==> config.mk <==
export PLATFORM = sky130hd
export DESIGN_NAME = dmem_arbiter
export DESIGN_NICKNAME = d
export VERILOG_FILES = /design/src/rtl/dmem_arb_pkg.sv /design/src/rtl/dmem_arbiter_rr_arb2.sv /design/src/rtl/dmem_arbiter.sv
export SDC_FILE = /design/constraint.sdc
export NUM_CORES = 1
export LEC_CHECK = 0
export BUFFER_PORTS_ARGS = -buffer_cell sky130_fd_sc_hd__buf_4
export CORE_MARGIN = 8
export CORE_UTILIZATION = 44
export CTS_CLUSTER_DIAMETER = 50
export DETAILED_ROUTE_END_ITERATION = 10
export PLACE_DENSITY = 0.87
export SYNTH_ARGS = -nofsm -noshare
export SYNTH_HDL_FRONTEND = slang
export SYNTH_SLANG_ARGS = --single-unit
==> constraint.sdc <==
create_clock -name clock -period 1.8 [get_ports clock]
set_clock_uncertainty 0.05 [all_clocks]
set_input_delay 0.18 -clock clock [delete_from_list [all_inputs] [get_ports clock]]
set_output_delay 0.18 -clock clock [all_outputs]
set_load 0.05 [all_outputs]
==> src/rtl/dmem_arb_pkg.sv <==
// Shared types and constants for the two-requester data-memory arbiter.
package dmem_arb_pkg;

    localparam int NUM_REQ    = 2;
    localparam int REQ_CPU    = 0;
    localparam int REQ_DMA    = 1;
    localparam int CMD_ADDR_W = 7;
    localparam int CMD_DATA_W = 32;

    typedef enum logic {
        IDLE   = 1'b0,
        ACCESS = 1'b1
    } state_t;

    // One accepted access, held for the single ACCESS cycle and beyond
    typedef struct packed {
        logic                  we;
        logic [CMD_ADDR_W-1:0] addr;
        logic [CMD_DATA_W-1:0] wdata;
        logic                  id;
    } cmd_t;

endpackage

==> src/rtl/dmem_arbiter_rr_arb2.sv <==
// Two-input round-robin grant logic with its last-grant pointer.
module rr_arb2
    import dmem_arb_pkg::*;
#(
    parameter int FIRST_PRIO = 0
) (
    input  logic               clock,
    input  logic               reset,
    input  logic               enable,
    input  logic [NUM_REQ-1:0] req,
    output logic [NUM_REQ-1:0] gnt,
    output logic               gnt_id
);

    logic last_reg;

    // A requester wins when alone, or when it was not the last one served
    generate
        for (genvar gi = 0; gi < NUM_REQ; gi++) begin : g_gnt
            assign gnt[gi] = enable && req[gi] &&
                             (!req[NUM_REQ-1-gi] || (last_reg != 1'(gi)));
        end
    endgenerate

    assign gnt_id = gnt[REQ_DMA];

    // Pointer follows whoever was granted; reset makes FIRST_PRIO win the first tie
    always_ff @(posedge clock) begin
        if (reset) begin
            last_reg <= 1'(1 - FIRST_PRIO);
        end else if (|gnt) begin
            last_reg <= gnt_id;
        end
    end

endmodule

==> src/rtl/dmem_arbiter.sv <==
// Shares one single-port data memory between the CPU and DMA/debug ports.
module dmem_arbiter
    import dmem_arb_pkg::*;
#(
    parameter int ADDR_W     = CMD_ADDR_W,
    parameter int DATA_W     = CMD_DATA_W,
    parameter int FIRST_PRIO = 0
) (
    input  logic              clock,
    input  logic              reset,
    input  logic              req0,
    input  logic              we0,
    input  logic [ADDR_W-1:0] addr0,
    input  logic [DATA_W-1:0] wdata0,
    output logic              gnt0,
    output logic              rvalid0,
    input  logic              req1,
    input  logic              we1,
    input  logic [ADDR_W-1:0] addr1,
    input  logic [DATA_W-1:0] wdata1,
    output logic              gnt1,
    output logic              rvalid1,
    output logic [DATA_W-1:0] rdata,
    output logic              err,
    output logic [ADDR_W-1:0] mem_address,
    output logic              mem_MemRead,
    output logic              mem_MemWrite,
    output logic [DATA_W-1:0] mem_WriteData,
    input  logic [DATA_W-1:0] mem_ReadData
);

    state_t             state_reg;
    cmd_t               cmd_reg;
    logic [NUM_REQ-1:0] rvalid_reg;
    logic               err_reg;
    logic [DATA_W-1:0]  rdata_reg;
    logic               mem_read_reg;
    logic               mem_write_reg;

    logic [NUM_REQ-1:0] gnt;
    logic               gnt_id;
    logic               arb_enable;

    // Grants are only offered while idle and never during reset
    assign arb_enable = (state_reg == IDLE) && !reset;

    rr_arb2 #(
        .FIRST_PRIO(FIRST_PRIO)
    ) u_rr_arb2 (
        .clock (clock),
        .reset (reset),
        .enable(arb_enable),
        .req   ({req1, req0}),
        .gnt   (gnt),
        .gnt_id(gnt_id)
    );

    assign gnt0 = gnt[REQ_CPU];
    assign gnt1 = gnt[REQ_DMA];

    // Command register drives the memory bus, so address/data hold after the access
    assign mem_address   = cmd_reg.addr;
    assign mem_WriteData = cmd_reg.wdata;
    assign mem_MemRead   = mem_read_reg;
    assign mem_MemWrite  = mem_write_reg;
    assign rvalid0       = rvalid_reg[REQ_CPU];
    assign rvalid1       = rvalid_reg[REQ_DMA];
    assign err           = err_reg;
    assign rdata         = rdata_reg;

    // Accept in IDLE, perform exactly one memory cycle in ACCESS, respond on the next
    always_ff @(posedge clock) begin
        if (reset) begin
            state_reg     <= IDLE;
            cmd_reg       <= '0;
            rvalid_reg    <= '0;
            err_reg       <= 1'b0;
            rdata_reg     <= '0;
            mem_read_reg  <= 1'b0;
            mem_write_reg <= 1'b0;
        end else begin
            case (state_reg)
                IDLE: begin
                    rvalid_reg <= '0;
                    err_reg    <= 1'b0;
                    if (|gnt) begin
                        cmd_reg.we    <= gnt_id ? we1    : we0;
                        cmd_reg.addr  <= gnt_id ? addr1  : addr0;
                        cmd_reg.wdata <= gnt_id ? wdata1 : wdata0;
                        cmd_reg.id    <= gnt_id;
                        mem_write_reg <= gnt_id ? we1  : we0;
                        mem_read_reg  <= gnt_id ? !we1 : !we0;
                        state_reg     <= ACCESS;
                    end
                end
                ACCESS: begin
                    mem_read_reg  <= 1'b0;
                    mem_write_reg <= 1'b0;
                    if (!cmd_reg.we) begin
                        rdata_reg <= mem_ReadData;
                    end
                    rvalid_reg <= cmd_reg.id ? 2'b10 : 2'b01;
                    err_reg    <= |cmd_reg.addr[1:0];
                    state_reg  <= IDLE;
                end
                default: state_reg <= IDLE;
            endcase
        end
    end

endmodule

==> reports/results.txt <==
The path with the worst hold slack has its endpoint at rdata[6]. The number of nets in the finished design was 689; the share of the clock period used by the worst path was 92.3%. The post-detailed-route DRC marker count is 0. Clock-pin slew was measured on the worst setup and hold paths at 0.09 ns. Dividing the detail-routed via count by the number of cells gives 4.89.

TritonCTS built the clock tree. For the worst max-slew margin expressed relative to the limit, the log shows 62.7%. Total standard cell area after synthesis: 3670 um2. The tools report the wire length of the first global-routing pass as 15,800 um. The startpoint type of the worst setup path was a flop. Power spread over the standard cell area amounts to 894 nW/um2.

In the final routed layout, each cell accounts on average for 15.1 um. Setup total negative slack on the finished layout was measured at 0 ns. By area the synthesized netlist is led by sky130_fd_sc_hd__dfxtp_1 44%, sky130_fd_sc_hd__a311oi_2 15%, sky130_fd_sc_hd__nand2_1 15%. The run gives 0.00452 W as the total power.

For the deepest clock path buffer count, the log shows 2. Setup repair after global routing left no endpoint under its margin. The biggest area contributor in the post-synthesis netlist is sky130_fd_sc_hd__dfxtp_1.

The worst hold path was traced through 3 stages. The total number of placement rows was 33; the last weighted congestion value of the routability-driven placer was 0.812. The logic depth of the worst register-to-register path came out at 5. The start-to-end type of the worst setup path was reg -> out. At the worst endpoint, the required time is 1.57 ns. The run gives 0 as the total overflow reported by the global router. Counting flops and latches in the post-synthesis netlist gives 80. In the synthesized netlist, the number of instances is 434. The die covers 11,500 um2. The startpoint identified for the worst hold timing path is mem_ReadData[6]. Of the cells placed in the final design, the portion with a size suffix greater than 1 is 45.0%. The tree is rooted in a sky130_fd_sc_hd__clkbuf_8. When the netlist entered floorplanning its net count stood at 550.

The length of the first detailed-routing pass in iterations was 5; the final-layout fill cell count was 677. The tools report the clock sink count as 80. Buffers placed on the I/O ports in this run total 193. The via count came out at 3,342.

Total count of max-transition violations in the final report: 0. In this run the mean area of a mapped cell was 8.46 um2. Counting distinct cell types in the post-synthesis netlist gives 24. Leaving out fill and tap cells, the most frequent cell in the layout is sky130_fd_sc_hd__buf_4. The worst setup slack before clock tree synthesis was 0.128 ns.

The die height was 107 um; the remaining antenna violation count was 0. Setup slack on the worst reg-to-reg path comes out at 0.24 ns. 0 antenna diodes ended up in the layout. Across the VDD grid, the largest voltage drop is 0.449 mV. The synthesized design devotes to its leading area cell type 43.6% of total area. In this run the horizontal extent of the chip is 107 um. The run gives 45.1% as the initial core utilization.

The tools report the initial antenna violation count as 0. The final instance count without filler cells was 683. The violation count after the first detailed-route iteration was 139; the post-DP HPWL was 8020 um. The worst path meets setup with 0.139 ns of slack. At the pin with the least slew margin, the transition time is 0.559 ns. During I/O placement, the number of pins put on the boundary was 194. Predominant post-synthesis flop cell: sky130_fd_sc_hd__dfxtp_1. For the maximum achievable frequency, the log shows 0.602 GHz. In this run, synthesis inferred 0 flip-flops with an integrated enable. In the synthesized netlist the async set-or-reset flop fraction comes to 0%. Final hold violation count: 0.

The tools report the cell total after placement as 667. Max-cap violations in this run came to 0. In this run the static leakage power is 2.25 nW.

Setup violations remaining at the end of the flow were counted as 0. The tools report the post-CTS repair timing setup buffer count as 0. The TritonCTS buffer count is 9, and the synthesis-to-layout area growth is 37.6%. Critical register-to-register path startpoint: state_reg. The worst register-to-register path ends at mem_WriteData[7]. Leaving out fill and tap cells, the most frequent cells in the layout are 199 x sky130_fd_sc_hd__buf_4, 144 x sky130_fd_sc_hd__nand2_1, 79 x sky130_fd_sc_hd__dfxtp_1, 48 x sky130_fd_sc_hd__nor2_1, 36 x sky130_fd_sc_hd__a311oi_2. The run finished with clean final reports.

The worst setup path is captured at a primary output. Data on the critical path arrives at its endpoint at 1.43 ns. During synthesis, Yosys emitted a total of 0 warnings. For the placeable core area, the log shows 8130 um2.

The via count of the first global-routing pass was 3,307. Sequential elements use 43.6% of the synthesized area. The pin count of the biggest net entering global routing was 70; the time the final worst path needs with I/O delays and setup was 1.66 ns. For the worst-skew pair, the clock arrives at the later sink with an insertion delay of 0.33 ns. After detailed routing, the total wire length is 10,300 um. Along the worst path, the maximum fanout reaches 7.

The total routing usage reported by global routing came out at 16.9%. In this run the number of H-tree levels came out at 3. In this run the worst hold path is classified as in -> reg.
## layer usage
layer / part of all wire (%) / routed length (um) / up-vias / global-route usage, %
li1: - / - / 1684 / -
met1: 40 / 4110 / 1512 / 19.1
met2: 47 / 4890 / 132 / 27.9
met3: 11 / 1140 / 14 / 7.07
met4: 1.6 / 160 / 0 / 6.34
met5: 0 / 0 / - / 0
## synth_stat cells (all sizes together), types with 2 or more instances
master and n:
a21oi 34, a21o 2, mux2i 2, nand2 144, clkbuf 10, dfxtp 80
nor2 48, buf 63, a311oi 39, nand2b 3, nor3 2, nor2b 2
## kinds of logic after synthesis
family,count (synthesis),share of synthesized area (%)
muxes,2,0.545
DFF,80,43.6
AOI/OAI and AO/OA,77,21.0
and+or+nand+nor,201,21.5
buffers and inverters,74,13.4
## report_power, final
group	switching [W]	total (W)	internal, W
Combinational	0.000847	0.00134	0.000494
Clock	0.000687	0.00120	0.000515
Sequential	0.0000738	0.00198	0.00190
Total	0.00161	0.00452	0.00291
## metrics by stage
stage               utilization, %  hold slack [ns]  instance area (um2)
floorplan                        -            0.266                 3680
global placement              59.9            0.378                 4870
detailed placement            59.9            0.381                 4870
CTS                           62.1           0.0105                 5050
global route                  62.1           0.0155                 5050
finish                        62.1           0.0302                 5050
## worst max-delay path, cell delays in order (launching register included)
cell,delay [ns]
sky130_fd_sc_hd__dfxtp_2,0.36
sky130_fd_sc_hd__nand2b_4,0.16
sky130_fd_sc_hd__a21o_1,0.23
sky130_fd_sc_hd__nor2_1,0.11
sky130_fd_sc_hd__buf_4,0.22
## worst max path at each step
stage                    from   endpoint  slack (ns)  cells after the start
floorplan           state_reg       gnt1        0.03                      5
global placement    state_reg  rdata[11]        0.19                      3
detailed placement  state_reg  rdata[13]        0.13                      3
CTS                 state_reg       gnt1        0.06                      4
global route        state_reg       gnt1        0.04                      4
finish              state_reg       gnt1        0.14                      4
## timing repair
| item | CTS | global route |
|---|---|---|
| hold buffers | 0 | 0 |
| resized for setup | 0 | 2 |
| setup endpoints to repair | 0 | 30 |
## area by class of cell
type	instances	area, um2	share of cell area, %
Clock inverter	7	55.1	1.09
Sequential cell	80	1600	31.7
Timing Repair Buffer	201	1530	30.4
Inverter	1	3.75	0.0743
Tap cell	105	131	2.60
Clock buffer	9	124	2.45
Multi-Input combinational cell	280	1600	31.7
No activity file was read; power rests on OpenSTA's default activity.
